[config.mk]
export PLATFORM = sky130hd
export DESIGN_NAME = apb_master
export DESIGN_NICKNAME = d
export VERILOG_FILES = /design/src/rtl/apb_pkg.sv /design/src/rtl/apb_wait_timer.sv /design/src/rtl/apb_master.sv
export SDC_FILE = /design/constraint.sdc
export NUM_CORES = 1
export LEC_CHECK = 0
export CORE_MARGIN = 5
export CORE_UTILIZATION = 35
export CTS_BUF_LIST = sky130_fd_sc_hd__clkbuf_16
export CTS_CLUSTER_SIZE = 14
export DETAILED_ROUTE_END_ITERATION = 10
export PLACE_DENSITY = 0.73
export SLEW_MARGIN = 30
export SYNTH_ARGS = -nofsm -noshare
export SYNTH_HDL_FRONTEND = slang
export SYNTH_SLANG_ARGS = --single-unit
[constraint.sdc]
create_clock -name PCLK -period 4.4 [get_ports PCLK]
set_input_delay 0.88 -clock PCLK [delete_from_list [all_inputs] [get_ports PCLK]]
set_output_delay 0.88 -clock PCLK [all_outputs]
set_load 0.01 [all_outputs]
[src/rtl/apb_pkg.sv]
// Shared APB definitions used by the requester and the team's APB completer.
package apb_pkg;

   typedef enum logic [1:0] {
      IDLE   = 2'd0,
      SETUP  = 2'd1,
      ACCESS = 2'd2
   } apb_state_t;

   localparam int APB_ADDR_W          = 32;
   localparam int APB_DEFAULT_TIMEOUT = 16;

   // Width of a counter that must hold 0..t; at least one bit when t is 0.
   function automatic int timer_width(input int t);
      return (t > 0) ? $clog2(t + 1) : 1;
   endfunction

endpackage

[src/rtl/apb_wait_timer.sv]
// Counts ACCESS wait cycles; expired_o flags the last permitted wait cycle.
module apb_wait_timer
   import apb_pkg::*;
#(
   parameter int TIMEOUT = APB_DEFAULT_TIMEOUT
) (
   input  logic PCLK,
   input  logic PRESETn,
   input  logic clr_i,
   input  logic inc_i,
   output logic expired_o
);

   localparam int            CW   = timer_width(TIMEOUT);
   localparam logic [CW-1:0] LAST = CW'((TIMEOUT > 0) ? TIMEOUT - 1 : 0);
   localparam logic [CW-1:0] MAXV = {CW{1'b1}};

   logic [CW-1:0] cnt_q, cnt_d;

   // Saturating increment keeps the counter sane when the timeout is disabled.
   always_comb begin
      cnt_d = cnt_q;
      if (clr_i) begin
         cnt_d = '0;
      end else if (inc_i && (cnt_q != MAXV)) begin
         cnt_d = cnt_q + 1'b1;
      end
   end

   always_ff @(posedge PCLK or negedge PRESETn) begin
      if (!PRESETn) begin
         cnt_q <= '0;
      end else begin
         cnt_q <= cnt_d;
      end
   end

   assign expired_o = (TIMEOUT > 0) && (cnt_q == LAST);

endmodule

[src/rtl/apb_master.sv]
// APB3 requester: one command in flight, wait states with timeout abort,
// back-to-back transfers by going ACCESS->SETUP on a same-edge accept.
module apb_master
   import apb_pkg::*;
#(
   parameter int pdataWidth = 32,
   parameter int TIMEOUT    = APB_DEFAULT_TIMEOUT
) (
   input  logic                  PCLK,
   input  logic                  PRESETn,
   input  logic                  cmd_valid,
   output logic                  cmd_ready,
   input  logic                  cmd_write,
   input  logic [APB_ADDR_W-1:0] cmd_addr,
   input  logic [pdataWidth-1:0] cmd_wdata,
   output logic                  rsp_valid,
   output logic [pdataWidth-1:0] rsp_rdata,
   output logic                  rsp_err,
   output logic                  PSEL,
   output logic                  PENABLE,
   output logic                  PWRITE,
   output logic [APB_ADDR_W-1:0] PADDR,
   output logic [pdataWidth-1:0] PWDATA,
   input  logic                  PREADY,
   input  logic [pdataWidth-1:0] PRDATA,
   output apb_state_t            dbg_state_o
);

   // Handshake: a command transfers on any rising PCLK edge where
   // cmd_valid && cmd_ready; rsp_valid is a single-cycle pulse with no backpressure.

   apb_state_t state_q, state_d;

   logic                  pwrite_q;
   logic [APB_ADDR_W-1:0] paddr_q;
   logic [pdataWidth-1:0] pwdata_q;
   logic                  rsp_valid_q;
   logic                  rsp_err_q;
   logic [pdataWidth-1:0] rsp_rdata_q;

   logic accept, complete, abort, expired, wait_inc;

   assign cmd_ready = (state_q == IDLE) || ((state_q == ACCESS) && PREADY);
   assign accept    = cmd_valid && cmd_ready;
   assign complete  = (state_q == ACCESS) && PREADY;
   assign wait_inc  = (state_q == ACCESS) && !PREADY;
   assign abort     = wait_inc && expired;

   apb_wait_timer #(
      .TIMEOUT (TIMEOUT)
   ) u_wait_timer (
      .PCLK      (PCLK),
      .PRESETn   (PRESETn),
      .clr_i     (accept),
      .inc_i     (wait_inc),
      .expired_o (expired)
   );

   always_comb begin
      state_d = state_q;
      unique case (state_q)
         IDLE:    if (accept) state_d = SETUP;
         SETUP:   state_d = ACCESS;
         ACCESS: begin
            if (PREADY) begin
               state_d = accept ? SETUP : IDLE;
            end else if (abort) begin
               state_d = IDLE;
            end
         end
         default: state_d = IDLE;
      endcase
   end

   always_ff @(posedge PCLK or negedge PRESETn) begin
      if (!PRESETn) begin
         state_q <= IDLE;
      end else begin
         state_q <= state_d;
      end
   end

   // Bus fields are only loaded on accept, so they stay put through wait states.
   always_ff @(posedge PCLK or negedge PRESETn) begin
      if (!PRESETn) begin
         pwrite_q    <= 1'b0;
         paddr_q     <= '0;
         pwdata_q    <= '0;
         rsp_valid_q <= 1'b0;
         rsp_err_q   <= 1'b0;
         rsp_rdata_q <= '0;
      end else begin
         if (accept) begin
            pwrite_q <= cmd_write;
            paddr_q  <= cmd_addr & ~APB_ADDR_W'(3);
            pwdata_q <= cmd_wdata;
         end
         rsp_valid_q <= complete || abort;
         rsp_err_q   <= abort;
         if (complete && !pwrite_q) begin
            rsp_rdata_q <= PRDATA;
         end
      end
   end

   assign PSEL        = (state_q != IDLE);
   assign PENABLE     = (state_q == ACCESS);
   assign PWRITE      = pwrite_q;
   assign PADDR       = paddr_q;
   assign PWDATA      = pwdata_q;
   assign rsp_valid   = rsp_valid_q;
   assign rsp_err     = rsp_err_q;
   assign rsp_rdata   = rsp_rdata_q;
   assign dbg_state_o = state_q;

endmodule

## Word-level counts from Yosys, hierarchy flattened

Cells that the tools add are included.
W data, S select, Z words.

- Input port bits: 101
- Bits in registers: 104
- Logic and storage cells: 36
- Output and inout port bits: 104

- Mux-type cells: 7
- Reduce and logical (&&, ||, !) cells: 14
- Equality and inequality tests: 6
- Add/subtract/negate cells: 1

Operators by type and width:

| kind | number |
|---|---|
| $mux W5 | 2 |
| $logic_and A1 B1 Y1 | 6 |
| $mux W2 | 3 |
| $pmux W2 S3 | 1 |
| $add A5 B1 Y5 const B | 1 |
| $eq A5 B4 Y1 const B | 1 |
| $ne A5 B5 Y1 const B | 1 |
| $reduce_bool A2 Y1 | 2 |
| $ne A3 B1 Y1 const B | 1 |
| $eq A2 B1 Y1 const B | 1 |
| $eq A2 B2 Y1 const B | 1 |
| $logic_not A1 Y1 | 2 |
| $logic_not A2 Y1 | 1 |
| $logic_or A1 B1 Y1 | 2 |
| $ne A2 B2 Y1 const B | 1 |
| $reduce_and A2 Y1 | 1 |
| $mux W1 | 1 |

## Longest topological paths before layout

Gate-level depths: netlist of run 1.

- Depth after elaboration: 7
- Gate-level depth with buffers: 6
- Mapped depth without buffers: 6

## By module

From an unflattened synthesis of run 1, not the netlist that was laid out.

- Cell total of the unflattened synthesis: 245
- Area total of the unflattened synthesis: 4336.7 um^2

Modules (own cells, without submodules):

| module | times used | area an instance (um^2) | cells each | sequential area each (um^2) |
|---|---|---|---|---|
| apb_master | 1 | 4063.9 | 221 | 2477.4 |
| apb_wait_timer | 1 | 272.8 | 24 | 125.1 |

## Least setup slack after synthesis of run 1

OpenSTA, ideal clock, no wires.

- Path kind: input to output
- From: input port PREADY
- To: output port cmd_ready
- Data arrival time: 1065 ps
- Cell stages on the path: 2
- Path buffers: 0
- Data required time: 3520 ps
- Setup slack: 2455 ps
- Cell sequence: nor2b_4 -> nor2_1

- Longest elaborated chain between the ends: 2

Ends and longest elaborated chain:

| what | line | RTL |
|---|---|---|
| from (decl) | apb_master.sv:24 | `input logic PREADY,` |
| $logic_and A1 B1 Y1 | apb_master.sv:43 | `assign cmd_ready = (state_q == IDLE) \|\| ((state_q == ACCESS) && PREADY);` |
| $logic_or A1 B1 Y1 | apb_master.sv:43 |  |
| to (decl) | apb_master.sv:12 | `output logic cmd_ready,` |

No other way between the ends.

## Worst setup path after layout of run 1

Ends and elaborated chain as after synthesis.

==> results of run 1 <==
-- power by group through the flow --
stage	clock [W]	sequential [W]	combinational, W
detailed placement	0	0.00145	0.00142
CTS	0.000728	0.00144	0.00143
finish	0.000699	0.00144	0.00140
global placement	0	0.00144	0.00140
floorplan	0	0.00158	0.000483
global route	0.000766	0.00148	0.00148
-- routing by layer --
| metal | vias up | track usage |
|---|---|---|
| met2 | 113 | 0.226 |
| met1 | 1313 | 0.166 |
| li1 | 1255 | - |
| met5 | - | 0 |
| met3 | 15 | 0.0480 |
| met4 | 0 | 0.0425 |
-- worst paths after layout --
path	cells past startpoint	startpoint	slack, ns	end
setup / recovery	4	PREADY	1.26	cmd_ready
hold / removal	1	u_wait_timer.cnt_q[3]	0.48	u_wait_timer.cnt_q[3]
setup reg to reg	4	dbg_state_o[0]	2.28	rsp_rdata[26]
hold reg to reg	1	u_wait_timer.cnt_q[3]	0.48	u_wait_timer.cnt_q[3]
max in group asynchronous	2	PRESETn	3.02	PWDATA[0]
min in group asynchronous	1	PRESETn	0.58	rsp_rdata[23]
-- final cells by class --
type                       instances  area, um^2  share of cell area
clock inverter                     7        33.8             0.00507
multi-input combinational        126        1540               0.231
clock buffer                       9         225              0.0338
timing repair buffer             203        2040               0.306
sequential                       104        2600               0.391
tap                              168         210              0.0316
inverter                           3        11.3             0.00169
-- registers in the layout (all words and copies together) (netlist names) --
register            flops
PWDATA                 32
rsp_rdata              32
PADDR                  30
u_wait_timer.cnt_q      5
dbg_state_o             2
PWRITE                  1
rsp_err                 1
rsp_valid               1
-- cells by family (layout without fill, tap and decap cells) --
| family | Yosys count | after routing | share of synthesized area |
|---|---|---|---|
| buffers and inverters | 15 | 222 | 0.0443 |
| xor gates and xnor gates | 1 | 1 | 0.00203 |
| and+or+nand+nor | 18 | 18 | 0.0292 |
| AOI/OAI and AO/OA | 4 | 4 | 0.00579 |
| other | 1 | 2 | 0.000868 |
| adders and majority gates | 3 | 3 | 0.00869 |
| DFF | 104 | 104 | 0.602 |
| muxes | 98 | 98 | 0.307 |
-- worst register-to-register path: stages (launching register included) --
cell and delay (ns):
dfrtp_1 0.45, nand2b_4 0.20, nor3b_4 0.60, buf_4 0.39, mux2_2 0.37
-- stage by stage --
step / worst slack (ns) / utilization / hold slack (ns)
after floorplan: 2.46 / - / 0.432
after global placement: 1.26 / 0.530 / 0.453
after detailed placement: 1.25 / 0.531 / 0.475
after CTS: 1.26 / 0.552 / 0.484
after global routing: 1.18 / 0.552 / 0.522
final: 1.26 / 0.552 / 0.484
-- cells in the final DEF (no fill, tap or decap), types with 2 or more instances in the layout --
master / count
o21ai_0: 2
mux2_2: 35
mux2_4: 60
clkbuf_16: 9
nand2b_1: 2
conb_1: 2
inv_1: 7
buf_4: 2
clkinvlp_4: 2
ha_1: 3
dfrtp_1: 104
nor2_1: 6
mux2i_1: 3
clkdlybuf4s50_1: 199
==> run summary, run 1 <==
The number of antenna cells inserted was 0; the number of nets in the layout was 551. The final worst clock skew is 0.00719 ns. The ratio of cells with drive above 1 in the final layout is 0.257, and the deepest clock path buffer count is 2. The type of element capturing the critical path is an output port. The quantity of I/O buffers inserted on ports is 200. STA classifies the critical path startpoint as an input port.

The run gives 4 as the number of iterations in the first detailed-routing pass. For this block, the initial DRC count from the detailed router was 85. The path class of the tightest hold or removal check is reg -> reg.

The area share of the largest cell type after synthesis was 0.602. The die boundary width is 121 um. The critical path contains buffers and inverters numbering 2 combined. The total routed wire length on the met1 layer is 4110 um, and the top fanout value on the critical path is 6. The tools report the portion of total power attributed to the clock network as 0.198. The run gives 0.396 as the portion of total power attributed to combinational logic.

The ratio of total power to cell area was 531 mW/mm^2. The number of clock buffers added by TritonCTS is 9. The sequential cell area fraction in the yosys report is 0.602, and the starting utilization of the core area is 0.358. The synthesized area divided by synthesized cell count is 17.7 um^2, and the worst-case vdd ir drop is 192 uV. The run gives 0 as the number of gates resized after CTS.

Setup repair after global routing left no endpoint under its margin. The total track usage was 0.136; the die outline height was 121 um. The later pin in the worst-skew pair is clocked with a latency of 0.33 ns. Timing would allow up to 318 MHz. The logs give 0.406 for the sequential group share of total power and 0 for the total of endpoints with negative setup slack in the final report.

The clock tree synthesis step divided the H-tree into 3 levels. The completed layout was analyzed and its total power is 0.00354 W. Post-synthesis sequential element count: 104. Clock transition time at the flip-flop clock pins of the worst setup and hold paths: 0.06 ns.

The number of global-route vias before repair came out at 3026. For the worst slew margin relative to its limit, the log shows 0.496. In this design, the critical path's most frequently occurring cell is clkdlybuf4s50_1. The wire length after detailed routing is 9890 um. In this run, synthesis inferred 0 flip-flops with an integrated enable. The critical path goes through clkdlybuf4s50_1 > nor2b_4 > nor2_1 > clkdlybuf4s50_1. The clock period could shrink to 3.14 ns.

The tools report the die footprint as 0.0147 mm^2. The tools report the cell chosen for the clock root as clkbuf_16. In this run the post-CTS setup repair buffer count came out at 0. The run gives 843 um as the total met3 wirelength after detailed routing. Number of placement rows: 40. Ranked by instance count, the synthesized netlist is headed by dfrtp_1, mux2_4, mux2_2. TritonCTS built the clock tree. Required time at the endpoint of the critical path: 3.52 ns. Most used standard cell by instance count after synthesis: dfrtp_1. The worst setup path is of the in -> out kind. The run gives 0.000965 W as the power spent charging and discharging nets. The detailed router used layers up to and including met4.

The share of flip-flops with an asynchronous set or reset after synthesis was 1.00. The run gives 104 as the CTS sink count. The via density per instance is 4.35. The run gives 0 as the max capacitance violation total. The region available for standard cell placement spans 0.0121 mm^2. After filler insertion, the fill cell instance count of the layout stands at 990. For the pin with the worst max-slew slack, the measured transition is 0.756 ns. For the max-slew violation total from the final report, the log shows 0. For this run the aggregate overflow at the end of global routing stands at 0.

From synthesis to final layout, the design area changed by 54.2%. The number of DRC violations after detailed routing was 0; the cell leakage power was 2.97 nW. The flow ran to the end, and the final reports show no timing, DRC or antenna violations. Entering global routing, the biggest net connects 84 pins. The wire length per cell was 15.9 um; the hold violation count in the final report was 0. For the internal power contribution, the log shows 0.00257 W. The routed layout has 2696 vias. The finished layout holds 620 standard cells, fillers aside.

Counting every instance in the synthesized netlist gives 244. The final weighted congestion in routability-driven placement was 0.723. Top cell family by delay on the critical path: buffers and inverters.

The HPWL after detailed placement is 7470 um. By area the synthesized netlist is led by dfrtp_1, mux2_4, mux2_2. The library cell with the largest summed area after synthesis is dfrtp_1. For this design, the slowest cell found on the critical path is clkdlybuf4s50_1.

After clock tree synthesis, the flow added hold-fix buffers numbering 0. The run gives 0 as the number of antenna violations at the first check in global routing. For the aggregate negative setup slack, the log shows 0 ns. Wire segments on met2 add up to 4800 um in the final route. Yosys mapped the design onto 26 distinct sky130hd cell types. Data arrives at the worst endpoint at 2.26 ns. In this run the cell area of the synthesized design comes to 0.00432 mm^2. The switching fraction of total power works out to 0.273. Among all flip-flop cells after synthesis, the most frequent one is dfrtp_1. In this run the cell area measured after placement is 0.00640 mm^2. 205 I/O pins were placed. The critical path's largest stage delay was 0.63 ns.

The finished cells cover 0.00666 mm^2. The number of placed instances, taps included, is 604. The first global-routing pass estimated 15800 um of wire. Part of the cycle the worst path needs: 0.715. For the warning count from the yosys run, the log shows 0. The run gives 0 as the post-route antenna net violation count.
Power figures use the tool's default switching activity.
==> inputs of run 2 (changes only) <==
Clock period 4.4 ns to 3.2 ns, I/O delays scaled along.
==> run summary, run 2 (synthesis results as in run 1) <==
For the portion of total power attributed to the clock network, the log shows 0.202. Leaving out fill and tap cells, the most frequent cells in the layout are clkdlybuf4s50_1, dfrtp_1, mux2_4, mux2_2, clkbuf_16. The pin slew with the least headroom to its limit is 0.651 ns, and the deepest clock path buffer count is 2. For the portion of total power attributed to combinational logic, the log shows 0.393. TritonCTS built the clock tree.

The top fanout value on the critical path is 6, and the shortest period the worst path allows is 2.66 ns. The number of antenna cells inserted was 0; the initial DRC count was 87. The cell chosen for the clock root was clkbuf_16. From synthesis to final layout, the design area changed by 55.0%.

The worst slew margin relative to its limit was 0.566; the number of placement rows was 40. Category of the critical setup timing path: in -> out. The run gives 0 as the max-slew violation total from the final report. The flow ran to the end, and the final reports show no timing, DRC or antenna violations. The cell seen most often among critical-path stages is clkdlybuf4s50_1. In this run the vertical extent of the chip is 121 um.

Overall power consumption after layout is estimated at 0.00489 W. The tools report the source of the worst register-to-register timing path as u_wait_timer.cnt_q[0]. Across the run, the number of max-cap violations was 0. The final layout contains 555 nets. The worst-case vdd ir drop is 298 uV, and the power spent charging and discharging nets is 0.00135 W. The switching fraction of total power came out at 0.275. The H-tree was split into 3 levels. Wire length per cell: 16.0 um. The critical path starts at PREADY. Setup violations remaining at the end of the flow were counted as 0.

Traced cell by cell, the critical path runs through clkdlybuf4s50_1 > nor2b_4 > nor2_1 > clkdlybuf4s50_1. The run gives 2.99 nW as the cell leakage power. The slowest stage of the critical path is the clkdlybuf4s50_1 cell.

Quantity of I/O buffers inserted on ports: 200. The classification of the worst-slack hold path is in -> async. The part of the cycle the worst path needs came out at 0.831. The ratio of cells with drive above 1 in the final layout came out at 0.268. In this run the power density over the cells is 730 mW/mm^2.

At the placement stage, the worst setup path has a slack of 0.529 ns. For the final routed database, the setup TNS stands at 0 ns. The tools report the filler cell count in the final layout as 1007. The hold violation count in the final report was 0. Detailed placement ended at an HPWL of 7630 um. The number of antenna violations at the first check in global routing was 0; the final weighted congestion in routability-driven placement was 0.722. In this run, post-CTS hold repair placed 0 buffers. The number of clock buffers added by TritonCTS is 9.

After detailed routing, the number of remaining DRC violations is 0. The worst setup path is captured at an output port. The number of iterations in the first detailed-routing pass was 2. The total area inside the core boundary comes to 0.0121 mm^2. Die boundary width: 121 um.

The post-route antenna net violation count is 0, and the CTS sink count is 104. The clock arrives with 0.00651 ns of skew. The worst setup path is launched from an input port. The run gives 0.00355 W as the internal power contribution. The required time at the endpoint of the critical path was 2.56 ns. The end of the critical path was cmd_ready. Data arrival time of the critical path: 2.02 ns. Across all hold checks on the routed design, the worst slack comes to 0.318 ns.

The die covers 0.0147 mm^2. The starting utilization of the core area was 0.358. The total track usage came out at 0.138.

Wires add up to 10000 um. Entering global routing, the biggest net connects 74 pins. Once routing completed, OpenROAD measured the worst setup slack at 0.539 ns.

The final route contains 2694 vias. In this run the critical register-to-register path is captured at u_wait_timer.cnt_q[3]. The clock reaches the later pin of the worst-skew pair after 0.33 ns. In this design, the stage delay of the slowest critical-path cell is 0.63 ns.

The number of cells on the worst reg-to-reg path is 6. Setup repair after global routing left no endpoint under its margin. The sequential group share of total power came out at 0.404. The first global-routing pass estimated 16200 um of wire.

Once the clock tree was built, the resizer swapped 0 gates to a different size. Via density per instance: 4.32. Achievable clock frequency: 376 MHz. The total overflow left after global routing is 0. The number of global-route vias before repair was 3096.

The clock transition time at the flip-flop clock pins of the worst setup and hold paths works out to 0.07 ns. The total I/O pin count came out at 205. The tools report the slack of the worst reg-to-reg path as 1.23 ns. The most common cell after layout, fill and taps aside was clkdlybuf4s50_1. The number of setup buffers added after CTS was 0.
[run 2: changes by cell type in the layout (fill, tap and decap cells not counted)]
cell        previous run  this run
clkinv_4               0         2
clkinvlp_4             2         1
buf_4                  2         6
clkinv_2               0         1
inv_1                  7         5
[run 2: area by class of cell]
cell class / instances / area, um^2 / area share
clock inverters: 7 / 41.3 / 0.00616
flip-flops and latches: 104 / 2600 / 0.389
multi-input cells: 126 / 1540 / 0.230
well taps: 168 / 210 / 0.0314
inverters: 3 / 11.3 / 0.00168
repair buffers: 207 / 2070 / 0.309
clock buffers: 9 / 225 / 0.0336
[run 2: metal layers]
layer / part of all wire / global-route usage
met2: 0.50 / 0.233
met5: 0 / 0
met4: 0.0086 / 0.0382
met3: 0.080 / 0.0429
met1: 0.41 / 0.171
[run 2: power groups by stage]
stage | registers, W | clock network [W] | logic [W]
after global routing | 0.00204 | 0.00107 | 0.00204
after global placement | 0.00199 | 0 | 0.00192
after detailed placement | 0.00200 | 0 | 0.00196
final | 0.00198 | 0.000989 | 0.00192
after floorplan | 0.00217 | 0 | 0.000664
after CTS | 0.00199 | 0.00103 | 0.00196
[run 2: worst min-delay path by stage]
stage / slack, ns / endpoint / startpoint
3_3_place_gp: 0.45 / u_wait_timer.cnt_q[3] / u_wait_timer.cnt_q[3]
4_1_cts: 0.47 / rsp_rdata[13] / PRESETn
5_1_grt: 0.37 / rsp_rdata[23] / PRESETn
2_1_floorplan: 0.34 / PADDR[10] / PRESETn
6_report: 0.32 / rsp_rdata[24] / PRESETn
3_5_place_dp: 0.48 / u_wait_timer.cnt_q[3] / u_wait_timer.cnt_q[3]
[run 2: critical path, delay by kind of cell]
| kind | cells | cell delay (ns) |
|---|---|---|
| and+or+nand+nor | 2 | 0.17 |
| buffers and inverters | 2 | 1.20 |
[run 2: per-stage QoR]
| stage | std cells | utilization | instance area (um^2) |
|---|---|---|---|
| after CTS | 624 | 0.555 | 6690 |
| final | 624 | 0.555 | 6700 |
| after global placement | 608 | 0.533 | 6430 |
| after detailed placement | 608 | 0.533 | 6430 |
| after floorplan | 245 | - | 4320 |
| after global routing | 624 | 0.555 | 6700 |
